## src/rtl/msrv32_pkg.sv

```systemverilog
// Shared encodings for the data-memory access path: access sizes, FSM states,
// byte-lane select/strobe constants and the alignment rule.
package msrv32_pkg;

  typedef enum logic [1:0] {
    SIZE_BYTE = 2'b00,
    SIZE_HALF = 2'b01,
    SIZE_WORD = 2'b10,
    SIZE_RSVD = 2'b11
  } size_e;

  typedef enum logic [1:0] {
    ST_IDLE = 2'b00,
    ST_REQ  = 2'b01,
    ST_RSP  = 2'b10,
    ST_DONE = 2'b11
  } state_e;

  localparam logic [1:0] LANE_B0 = 2'd0;
  localparam logic [1:0] LANE_B1 = 2'd1;
  localparam logic [1:0] LANE_B2 = 2'd2;
  localparam logic [1:0] LANE_B3 = 2'd3;

  localparam logic [3:0] STRB_BYTE    = 4'b0001;
  localparam logic [3:0] STRB_HALF_LO = 4'b0011;
  localparam logic [3:0] STRB_HALF_HI = 4'b1100;
  localparam logic [3:0] STRB_WORD    = 4'b1111;

  // Reserved size is treated as misaligned so it never reaches the bus.
  function automatic logic is_misaligned(input logic [1:0] size, input logic [1:0] lo);
    logic mis;
    mis = 1'b1;
    case (size)
      SIZE_BYTE: mis = 1'b0;
      SIZE_HALF: mis = lo[0];
      SIZE_WORD: mis = (lo != 2'b00);
      default:   mis = 1'b1;
    endcase
    return mis;
  endfunction

endpackage

```

## src/rtl/msrv32_load_align.sv

```systemverilog
// Selects the addressed byte/half lane of a read word and sign/zero-extends it.
// Purely combinational; no flow control.
module msrv32_load_align
  import msrv32_pkg::*;
(
  input  logic [31:0] rdata,
  input  logic [1:0]  addr_lo,
  input  logic [1:0]  size,
  input  logic        zero_ext,
  output logic [31:0] data
);

  logic [7:0]  byte_sel;
  logic [15:0] half_sel;

  always_comb begin
    byte_sel = rdata[7:0];
    case (addr_lo)
      LANE_B1: byte_sel = rdata[15:8];
      LANE_B2: byte_sel = rdata[23:16];
      LANE_B3: byte_sel = rdata[31:24];
      default: byte_sel = rdata[7:0];
    endcase
    half_sel = addr_lo[1] ? rdata[31:16] : rdata[15:0];
  end

  always_comb begin
    data = rdata;
    case (size)
      SIZE_BYTE: data = {{24{~zero_ext & byte_sel[7]}}, byte_sel};
      SIZE_HALF: data = {{16{~zero_ext & half_sel[15]}}, half_sel};
      default:   data = rdata;
    endcase
  end

endmodule

```

## src/rtl/msrv32_dmem_access_unit.sv

```systemverilog
// Load/store data-bus sequencer: IDLE->REQ->RSP->DONE, result pulses in DONE (3 cycles zero-wait).
// Holds the request stable until grant; stalls the pipeline while in flight; RSP times out to a bus error.
module msrv32_dmem_access_unit
  import msrv32_pkg::*;
#(
  parameter int TIMEOUT_CYCLES = 255  // 1..255
) (
  input  logic        clk_in,
  input  logic        reset_in,
  input  logic        mem_req_in,
  input  logic        mem_wr_in,
  input  logic [31:0] addr_in,
  input  logic [31:0] store_data_in,
  input  logic [1:0]  size_in,
  input  logic        load_unsigned_in,
  input  logic        flush_in,
  output logic        dbus_req_out,
  output logic        dbus_we_out,
  output logic [31:0] dbus_addr_out,
  output logic [31:0] dbus_wdata_out,
  output logic [3:0]  dbus_wstrb_out,
  input  logic        dbus_gnt_in,
  input  logic        dbus_rvalid_in,
  input  logic        dbus_err_in,
  input  logic [31:0] dbus_rdata_in,
  output logic        stall_out,
  output logic [31:0] load_data_out,
  output logic        load_valid_out,
  output logic        misaligned_out,
  output logic        bus_err_out
);

  localparam logic [7:0] CNT_LAST = 8'(TIMEOUT_CYCLES - 1);

  state_e      state_q, state_d;
  logic [7:0]  cnt_q;
  logic [31:0] addr_q, wdata_q, wdata_d, load_word;
  logic [3:0]  wstrb_q, wstrb_d;
  logic [1:0]  size_q;
  logic        we_q, uns_q;
  logic        stall, issue, mis_take, timeout;
  logic        in_req;

  always_comb begin
    wdata_d = store_data_in;
    wstrb_d = STRB_WORD;
    case (size_in)
      SIZE_BYTE: begin
        wdata_d = {4{store_data_in[7:0]}};
        wstrb_d = STRB_BYTE << addr_in[1:0];
      end
      SIZE_HALF: begin
        wdata_d = {2{store_data_in[15:0]}};
        wstrb_d = addr_in[1] ? STRB_HALF_HI : STRB_HALF_LO;
      end
      default: ;
    endcase
  end

  always_comb begin
    state_d  = state_q;
    stall    = 1'b0;
    issue    = 1'b0;
    mis_take = 1'b0;
    timeout  = 1'b0;
    case (state_q)
      ST_IDLE: begin
        if (mem_req_in && !flush_in) begin
          stall = 1'b1;
          if (is_misaligned(size_in, addr_in[1:0])) begin
            mis_take = 1'b1;
            state_d  = ST_DONE;
          end else begin
            issue   = 1'b1;
            state_d = ST_REQ;
          end
        end
      end
      ST_REQ: begin
        stall = 1'b1;
        if (dbus_gnt_in) state_d = ST_RSP;
      end
      ST_RSP: begin
        stall = 1'b1;
        if (dbus_rvalid_in) begin
          state_d = ST_DONE;
        end else if (cnt_q == CNT_LAST) begin
          timeout = 1'b1;
          state_d = ST_DONE;
        end
      end
      default: state_d = ST_IDLE;
    endcase
  end

  always_ff @(posedge clk_in or negedge reset_in) begin
    if (!reset_in) state_q <= ST_IDLE;
    else           state_q <= state_d;
  end

  // Result flags are one-shot: set on the edge into DONE, dropped on the edge out.
  always_ff @(posedge clk_in or negedge reset_in) begin
    if (!reset_in) begin
      cnt_q          <= '0;
      addr_q         <= '0;
      wdata_q        <= '0;
      wstrb_q        <= '0;
      size_q         <= '0;
      we_q           <= 1'b0;
      uns_q          <= 1'b0;
      load_data_out  <= '0;
      load_valid_out <= 1'b0;
      misaligned_out <= 1'b0;
      bus_err_out    <= 1'b0;
    end else begin
      load_valid_out <= 1'b0;
      misaligned_out <= mis_take;
      bus_err_out    <= timeout;
      if (issue) begin
        addr_q  <= addr_in;
        wdata_q <= wdata_d;
        wstrb_q <= mem_wr_in ? wstrb_d : 4'b0000;
        size_q  <= size_in;
        we_q    <= mem_wr_in;
        uns_q   <= load_unsigned_in;
      end
      if (state_q == ST_REQ) cnt_q <= '0;
      if (state_q == ST_RSP) begin
        cnt_q <= cnt_q + 8'd1;
        if (dbus_rvalid_in) begin
          if (dbus_err_in) begin
            bus_err_out   <= 1'b1;
            load_data_out <= '0;
          end else if (!we_q) begin
            load_valid_out <= 1'b1;
            load_data_out  <= load_word;
          end
        end
      end
    end
  end

  msrv32_load_align u_load_align (
    .rdata    (dbus_rdata_in),
    .addr_lo  (addr_q[1:0]),
    .size     (size_q),
    .zero_ext (uns_q),
    .data     (load_word)
  );

  assign in_req         = (state_q == ST_REQ);
  assign dbus_req_out   = in_req;
  assign dbus_we_out    = in_req & we_q;
  assign dbus_addr_out  = in_req ? {addr_q[31:2], 2'b00} : 32'h0;
  assign dbus_wdata_out = in_req ? wdata_q : 32'h0;
  assign dbus_wstrb_out = in_req ? wstrb_q : 4'b0000;
  assign stall_out      = stall & reset_in;

endmodule

```

## config.mk

```make
export PLATFORM = sky130hd
export DESIGN_NAME = msrv32_dmem_access_unit
export DESIGN_NICKNAME = d
export VERILOG_FILES = /design/src/rtl/msrv32_pkg.sv /design/src/rtl/msrv32_load_align.sv /design/src/rtl/msrv32_dmem_access_unit.sv
export SDC_FILE = /design/constraint.sdc
export NUM_CORES = 1
export LEC_CHECK = 0
export BUFFER_PORTS_ARGS = -buffer_cell sky130_fd_sc_hd__buf_2
export CAP_MARGIN = 30
export CORE_MARGIN = 2
export CORE_UTILIZATION = 45
export CTS_CLUSTER_SIZE = 25
export DETAILED_ROUTE_END_ITERATION = 12
export PLACE_DENSITY = 0.84
export SLEW_MARGIN = 20
export SYNTH_ARGS = -nofsm -noshare
export SYNTH_HDL_FRONTEND = slang
export SYNTH_SLANG_ARGS = --single-unit
```

## constraint.sdc

```tcl
create_clock -name clk_in -period 2.2 [get_ports clk_in]
set_input_delay 0 -clock clk_in [delete_from_list [all_inputs] [get_ports clk_in]]
set_output_delay 0 -clock clk_in [all_outputs]
set_load 0.05 [all_outputs]
```

### Word level (Yosys, flattened, before mapping)

Cells that the tools add are included.

| word-level totals | value |
|---|---|
| bits in registers | 117 |
| logic and storage cells | 83 |

| cells by class | value |
|---|---|
| add/subtract/negate cells | 1 |
| eq/ne operators | 13 |
| shifts and indexed selects | 1 |
| muxes and demuxes | 41 |
| bitwise operators | 5 |
| reductions and logical operators | 10 |

Operators with widths:

| kind | number |
|---|---|
| $mux 32 | 4 |
| $pmux 32 s2 | 2 |
| $pmux 8 s3 | 1 |
| $mux 1 | 19 |
| $mux 16 | 1 |
| $mux 8 | 2 |
| $mux 4 | 3 |
| $mux 2 | 5 |
| $add 8x1->8 const B | 1 |
| $eq 2x1->1 const B | 4 |
| $eq 2x2->1 const B | 4 |
| $eq 8x8->1 const B | 1 |
| $pmux 4 s2 | 1 |
| $logic_not 2->1 | 3 |
| $ne 2x2->1 const B | 3 |
| $pmux 2 s3 | 1 |
| $reduce_and 3->1 | 2 |
| $and 1x1->1 | 4 |
| $reduce_bool 2->1 | 2 |
| $shl 1x2->4 const A | 1 |
| $ne 3x3->1 const B | 1 |
| $pmux 1 s3 | 1 |
| $pmux 1 s2 | 1 |
| $reduce_or 2->1 | 1 |
| other kinds (3) | 3 |

### Depth between registers and ports, before layout

Gate-level depths: netlist (run 1).

| depth | value |
|---|---|
| word-level depth | 7 |
| mapped depth | 8 |
| depth with buffers taken out | 7 |

### By module

From an unflattened synthesis (run 1), not the netlist that was laid out.

| second synthesis, totals | value |
|---|---|
| cell total of the unflattened synthesis | 599 |
| area, all modules | 6483.7 µm² |

By module, submodules not included:

| module | times used | cells each | area an instance (µm²) | seq. area each (µm²) |
|---|---|---|---|---|
| msrv32_dmem_access_unit | 1 | 466 | 5500.3 | 2927.8 |
| msrv32_load_align | 1 | 133 | 983.4 | 0.0 |

### Least setup slack after synthesis (run 1)

No wires, ideal clock.

| timing | value |
|---|---|
| path type | flip-flop to output port |
| start point | reg state_q[0] |
| end point | out stall_out |
| arrival time | 2.149 ns |
| required time | 2.200 ns |
| setup slack | 0.051 ns |
| cell stages (with the launch flop) | 6 |
| path buffers | 1 |
| cell sequence | dfrtp_1 -> inv_1 -> ha_1 -> clkbuf_1 -> nor2_1 -> nor3b_1 |

| on the way | value |
|---|---|
| longest elaborated chain between the ends | 4 |

RTL lines:

| what | RTL line | text |
|---|---|---|
| from (decl) | msrv32_dmem_access_unit.sv:35 | `state_e state_q, state_d;` |
| from (signal assigned) | msrv32_dmem_access_unit.sv:98 | `else state_q <= state_d;` |
| $eq 2x1->1 / $eq 2x2->1 (equally long branches) | msrv32_dmem_access_unit.sv:66 | `case (state_q)` |
| $reduce_or 2->1 (no line) | -- |  |
| $pmux 1 s2 * | msrv32_dmem_access_unit.sv:66 |  |
| $and 1x1->1 * | msrv32_dmem_access_unit.sv:157 | `assign stall_out = stall & reset_in;` |
| to (decl) | msrv32_dmem_access_unit.sv:26 | `output logic stall_out,` |

Mark *: on every way between the ends. The rest lies on a longest branch, timed or not.

### Worst setup path after layout (run 1)

Same ends and word-level chain as after synthesis.

==> reports/results.ini, run 1 <==
[final_layout]
n_fill_cell = 863
nets = 971
multi_input_area_um2 = 2813
n_antenna_cell = 0
ff_latch_area_um2 = 2928
drive_gt1_frac = 0.3708
area_delta_synth_final_pct = 48.75

[setup_path]
rr_endpoint = load_data_out[6]$_DFFE_PN0P_
worstSetupEndpointType = output port
cp_max_fo = 4
regToRegSetupSlack_ps = 200
criticalPathCategory = register to output port
critPathLaunchType = register
r2r_start = state_q[0]$_DFFE_PN0P_
worstPathRequired_ps = 2200
worst_ep_arrival_time_ps = 2100
worst-r2r-cell-count = 7

[global_route]
grt_pass1_wl_um = 29950
grt_overflow = 0
antenna_found_initial = 0
track_usage = 0.2714
first_global_vias = 5814
grt_max_degree = 118

[floorplanning]
fp.dieW_um = 118.9
die_h_um = 118.9
ioPinCount = 213
initial_core_util = 0.4654
rows = 41
die-area_um2 = 14150
core_um2 = 12770

[synthesis]
synth_area_um2 = 5944
synth_area_leaders = dfrtp_1 49%, mux2_2 10%, and2_1 7.3%
synth_cell_types = 44
ys_dominant_reg_cell = dfrtp_1
yosysTopAreaCell = dfrtp_1
synth.ff_latch_count = 117
async_flop_share = 1.000
synthMostInstantiatedCell = dfrtp_1
synthTopCellsByCount = 117 x dfrtp_1, 69 x and2_1, 55 x mux2_2
yosysSeqAreaShare = 0.4925
netlist_instances = 552
synth_edf_count = 0
yosys_warnings = 0
syn_area_per_cell_um2 = 10.77
synth_largest_type_area_fraction = 0.4925

[power]
power.total_uw = 12500
power_frac_clock = 0.238
p_per_area_nw_per_um2 = 1414
combPwrFrac = 0.467
switchingPower_uw = 5527
peakVddDrop_mv = 0.9069
power.share.switching = 0.4421
p_seq_frac = 0.294
p_int_uw = 6975
p_leak_uw = 0.004444

[clocking]
clkTransAtPathRegs_ps = 50
cts_tree = done
cts_resized = 0
ctsLongestPathBuffers = 2
clkLatencyLatePin_ps = 420
htree_levels = 4
ctsRootBufferMaster = clkbuf_16
clkSinkCount = 117
numCtsBuffers = 17

[timing]
fin_crit_sh = 0.9553
period_minus_slack_ps = 2102
fin_worst_skew_ps = 6.245
worst_pin_slew_ps = 618.9
hold_ws_ps = 28.54
slew_headroom = 0.5874
fmax_mhz = 475.8
setup_ws_ps = 98.34
maxSlewViolCount = 0
rsz0062_at_grt = false
setup_viol = 0
setup_tns_ps = 0
hold_violations = 0

[detailed_routing]
route.met3.wl_um = 1427
route.detailed.drc = 0
vias = 5580
drtAntennaViolNets = 0
top_layer = met4
route.met2.wl_um = 9283
wire_per_inst_um = 18.10
drt-initial-drc-count = 406
drt-total-wl_um = 18880
wl_met1_um = 7593
first_pass_iters = 5
avgViaCountPerCell = 5.350

[worst_hold_path]
hp-start = dbus_rdata_in[9]
hold_path_class = input pin to register
whs_endpoint = load_data_out[9]$_DFFE_PN0P_
min_path_cells = 3

[outcome]
status = finished, final reports clean

[place]
gp_congestion = 0.8669
hpwl_um = 11400
io_buffer_count = 210
dp_slack_ps = 231.5

[run]
drv_cap = 0

kinds of logic after synthesis:
kind of cell    count (synthesis)  share of synthesized area
mux                            82                     0.1497
compound gates                122                     0.1490
buf+inv                        51                    0.03725
xor+xnor                        2                   0.002947
fa+ha+maj                       6                    0.01263
other cells                     1                  0.0006308
flops                         117                     0.4925
simple gates                  171                     0.1553
stage by stage:
step | cell area (um^2) | instances | util
2_1_floorplan | 5948 | 553 | -
3_3_place_gp | 7166 | 907 | 0.5610
3_5_place_dp | 7166 | 907 | 0.5610
5_1_grt | 8842 | 1043 | 0.6922
6_report | 8842 | 1043 | 0.6922
4_1_cts | 8842 | 1043 | 0.6922
final cells by class:
| cell class | instances | area share |
|---|---|---|
| tap | 172 | 0.02434 |
| timing repair buffer | 326 | 0.2499 |
| inverter | 11 | 0.004670 |
| clock inverter | 9 | 0.01670 |
| clock buffer | 23 | 0.05519 |
| sequential | 117 | 0.3311 |
| multi-input combinational | 385 | 0.3181 |
sequential cells by signal (all words and copies together) (netlist names):
register        flops
we_q                1
load_valid_out      1
bus_err_out         1
addr_q             32
wstrb_q             4
wdata_q            32
misaligned_out      1
size_q              2
cnt_q               8
load_data_out      32
uns_q               1
state_q             2
how the worst max path moves through the flow:
stage / start / end / slack, ps / cells past startpoint
3_3_place_gp: state_q[0]$_DFFE_PN0P_ / load_data_out[6]$_DFFE_PN0P_ / 320 / 7
3_5_place_dp: state_q[0]$_DFFE_PN0P_ / load_data_out[6]$_DFFE_PN0P_ / 230 / 7
5_1_grt: state_q[1]$_DFFE_PN0P_ / stall_out / 7 / 6
2_1_floorplan: state_q[0]$_DFFE_PN0P_ / stall_out / 50 / 5
6_report: state_q[0]$_DFFE_PN0P_ / stall_out / 100 / 6
4_1_cts: state_q[0]$_DFFE_PN0P_ / stall_out / 50 / 6
repair_timing:
item,in CTS,in global routing
buffers inserted,0,0
setup endpoints to repair,0,0
endpoints found under the hold margin,220,0
hold buffers,104,0
worst max-delay path: stages, from the launching register on:
cell and delay [ps]:
dfrtp_1 400, inv_1 110, ha_1 210, and3b_1 270
nor2_1 60, nor3b_1 310, buf_2 330
placed cells by master (no fill, tap or decap), drive strengths merged, types with 2 or more instances in the layout:
master       netlist  routed
inv               10      10
a32o              14      14
conb               1       2
nor2              30      30
clkbuf            26      23
xor2               2       2
a22o               3       3
and2              69      69
nand3              2       2
mux2i             27      27
a311o              6       6
clkinv             1       5
nor3               2       2
nand2             35      35
bufinv             0       4
nand4              3       3
nor3b              8       8
a221o             17      17
nor2b              6       6
o21ai             52      52
dfrtp            117     117
o2bb2ai            2       2
mux2              55      55
dlygate4sd3        0     104
a21oi             19      19
ha                 6       6
buf               14     222
and3               3       3
nand2b            10      10
layer usage:
metal  GRT usage  vias up
met5           0        -
met4      0.1198        0
met3     0.06801       44
met2      0.4612      293
met1      0.3255     2683
li1            -     2560
power groups by stage:
stage | logic (uW) | registers, uW | clock network [uW]
final | 5840 | 3680 | 2980
after global routing | 6240 | 3790 | 3110
after CTS | 5760 | 3620 | 3020
after detailed placement | 5600 | 3650 | 0
after global placement | 5510 | 3600 | 0
after floorplan | 3560 | 4200 | 0
(Power assumes the default switching activity.)
==> run 2: changes to the inputs <==
--- a/config.mk
+++ b/config.mk
@@ -9,7 +9,7 @@
 export CAP_MARGIN = 30
 export CORE_MARGIN = 2
 export CORE_UTILIZATION = 45
-export CTS_CLUSTER_SIZE = 25
+export CTS_CLUSTER_SIZE = 8
 export DETAILED_ROUTE_END_ITERATION = 12
 export PLACE_DENSITY = 0.84
 export SLEW_MARGIN = 20
==> constraint.sdc (replaced) <==
create_clock -name clk_in -period 2.42 [get_ports clk_in]
set_input_delay 0 -clock clk_in [delete_from_list [all_inputs] [get_ports clk_in]]
set_output_delay 0 -clock clk_in [all_outputs]
set_load 0.05 [all_outputs]
==> run 2 against run 1 <==
  * Non-clock buffer count shrank 1
  * Combinational power shrank 9.8%
  * Setup slack gained 220 ps
  * Sequential power shrank 7.9%
  * Utilization grew 0.12 points
  * Highest routed layer unchanged
  * Flip-flop and latch count is the same
  * Final cell count is essentially flat
  * Register-to-register slack gained 180 ps
  * First-iteration DRC count grew 11%
  * Total power shrank 8.6%
  * Global-route usage grew 0.73 points
  * Worst hold slack lost 14 ps
  * Critical endpoint is now dbus_addr_out[3]
==> reports/results.ini, run 2 (synthesis results as in run 1) <==
[detailed_routing]
drt-initial-drc-count = 450  ; +11%
drtAntennaViolNets = 0  ; unchanged
vias = 5595  ; +0.27%
route.detailed.drc = 0  ; unchanged
route.met3.wl_um = 1473  ; +3.2%
avgViaCountPerCell = 5.369  ; +0.37%
first_pass_iters = 5  ; unchanged
wire_per_inst_um = 18.39  ; +1.6%
drt-total-wl_um = 19160  ; +1.5%
wl_met1_um = 7746  ; +2.0%
route.met2.wl_um = 9331  ; +0.52%
top_layer = met4

[setup_path]
worst_ep_arrival_time_ps = 2100  ; about the same
worst-r2r-cell-count = 5  ; -2
critPathLaunchType = register
regToRegSetupSlack_ps = 380  ; +180 ps
r2r_start = addr_q[1]$_DFFE_PN0P_
cp_max_fo = 25  ; +21
worstSetupEndpointType = output port
worstPathRequired_ps = 2420  ; +220 ps
criticalPathCategory = register to output port
rr_endpoint = load_data_out[19]$_DFFE_PN0P_

[clocking]
htree_levels = 4  ; unchanged
cts_tree = done
clkTransAtPathRegs_ps = 50  ; about the same
clkLatencyLatePin_ps = 420  ; about the same
numCtsBuffers = 17  ; unchanged
clkSinkCount = 117  ; unchanged
ctsLongestPathBuffers = 2  ; unchanged
cts_resized = 0  ; unchanged
ctsRootBufferMaster = clkbuf_16

[timing]
worst_pin_slew_ps = 712.4  ; +93.50 ps
rsz0062_at_grt = false
setup_ws_ps = 315.1  ; +216.8 ps
fmax_mhz = 475.1
maxSlewViolCount = 0  ; unchanged
setup_viol = 0  ; unchanged
setup_tns_ps = 0  ; unchanged
fin_worst_skew_ps = 7.867  ; +1.622 ps
hold_violations = 0  ; unchanged
slew_headroom = 0.5233  ; -0.06413
period_minus_slack_ps = 2105
fin_crit_sh = 0.8698

[global_route]
antenna_found_initial = 0  ; unchanged
grt_max_degree = 102  ; -14%
grt_overflow = 0  ; unchanged
grt_pass1_wl_um = 30610  ; +2.2%
first_global_vias = 5839  ; +0.43%
track_usage = 0.2787  ; +0.007294

[run]
drv_cap = 0  ; unchanged

[floorplanning]
core_um2 = 12770  ; unchanged
die_h_um = 118.9  ; unchanged
initial_core_util = 0.4654  ; unchanged
die-area_um2 = 14150  ; unchanged
fp.dieW_um = 118.9  ; unchanged
ioPinCount = 213  ; unchanged
rows = 41  ; unchanged

[final_layout]
final_cell_mix = 209 x buf_2, 117 x dfrtp_1, 102 x dlygate4sd3_1, 69 x and2_1, 55 x mux2_2
fin_cells = 1042  ; -0.096%
top_regs = addr_q x32, load_data_out x32, wdata_q x32
drive_gt1_frac = 0.3690  ; -0.001873
layout_commonest_cell = buf_2
nets = 970  ; -0.10%
area_delta_synth_final_pct = 49.00
n_antenna_cell = 0  ; unchanged

[power]
peakVddDrop_mv = 0.7096  ; -22%
p_leak_uw = 0.004446  ; about the same
p_per_area_nw_per_um2 = 1290  ; -8.8%

[worst_hold_path]
hold_path_class = input pin to register
min_path_cells = 3  ; unchanged
hp-start = dbus_rdata_in[8]
whs_endpoint = load_data_out[8]$_DFFE_PN0P_

[place]
gp_congestion = 0.8868  ; +2.3%
io_buffer_count = 210  ; unchanged
dp_cells = 907  ; unchanged
dp_slack_ps = 369.4  ; +137.9 ps
hpwl_um = 11590  ; +1.7%

[outcome]
status = finished, final reports clean

-- run 2: routing by layer --
layer,up-vias,global-route usage
met4,0,0.1250
met5,-,0
met2,276,0.4662
li1,2568,-
met1,2697,0.3284
met3,54,0.08716
-- run 2: area by class of cell --
cell class,instances,area (um^2)
Multi-Input combinational cell,385,2813
Sequential cell,117,2928
Clock buffer,24,471.7
Fill cell,889,3916
Timing Repair Buffer,325,2217
Inverter,11,41.29
Clock inverter,8,171.4
Tap cell,172,215.2
-- run 2: worst max-delay path by stage --
stage	startpoint	end	slack, ps	cells after the start
after floorplan	state_q[0]$_DFFE_PN0P_	stall_out	270	5
after global placement	state_q[0]$_DFFE_PN0P_	load_data_out[20]$_DFFE_PN0P_	440	5
after detailed placement	state_q[0]$_DFFE_PN0P_	load_data_out[27]$_DFFE_PN0P_	370	5
after CTS	state_q[1]$_DFFE_PN0P_	dbus_wdata_out[17]	290	5
after global routing	state_q[1]$_DFFE_PN0P_	dbus_addr_out[3]	150	5
final	state_q[1]$_DFFE_PN0P_	dbus_addr_out[3]	320	5
-- run 2: report_power, final --
part / total [uW] / switching [uW] / internal (uW) / leakage, uW
logic: 5270 / 3540 / 1730 / 0.00264
clock network: 2770 / 884 / 1880 / 0.000309
registers: 3390 / 605 / 2780 / 0.00149
-- run 2: worst max-delay path: stages (launching register included) --
cell and delay [ps]:
dfrtp_1 410, inv_1 90, ha_2 430, buf_4 300
and2_1 180, buf_2 270
-- run 2: per-stage QoR --
stage / hold WS [ps] / instance area, um^2 / power [uW] / utilization
floorplan: -295.6 / 5948 / 7051 / -
global placement: -107.6 / 7178 / 8303 / 0.5620
detailed placement: -105.2 / 7178 / 8431 / 0.5620
CTS: 3.990 / 8842 / 11360 / 0.6922
global route: 23.76 / 8857 / 12010 / 0.6934
finish: 14.51 / 8857 / 11420 / 0.6934
-- run 2: timing repair --
item                       CTS  global route
hold buffers               102             0
hold endpoints to repair   217             0
setup endpoints to repair    0             0
setup buffers                0             0
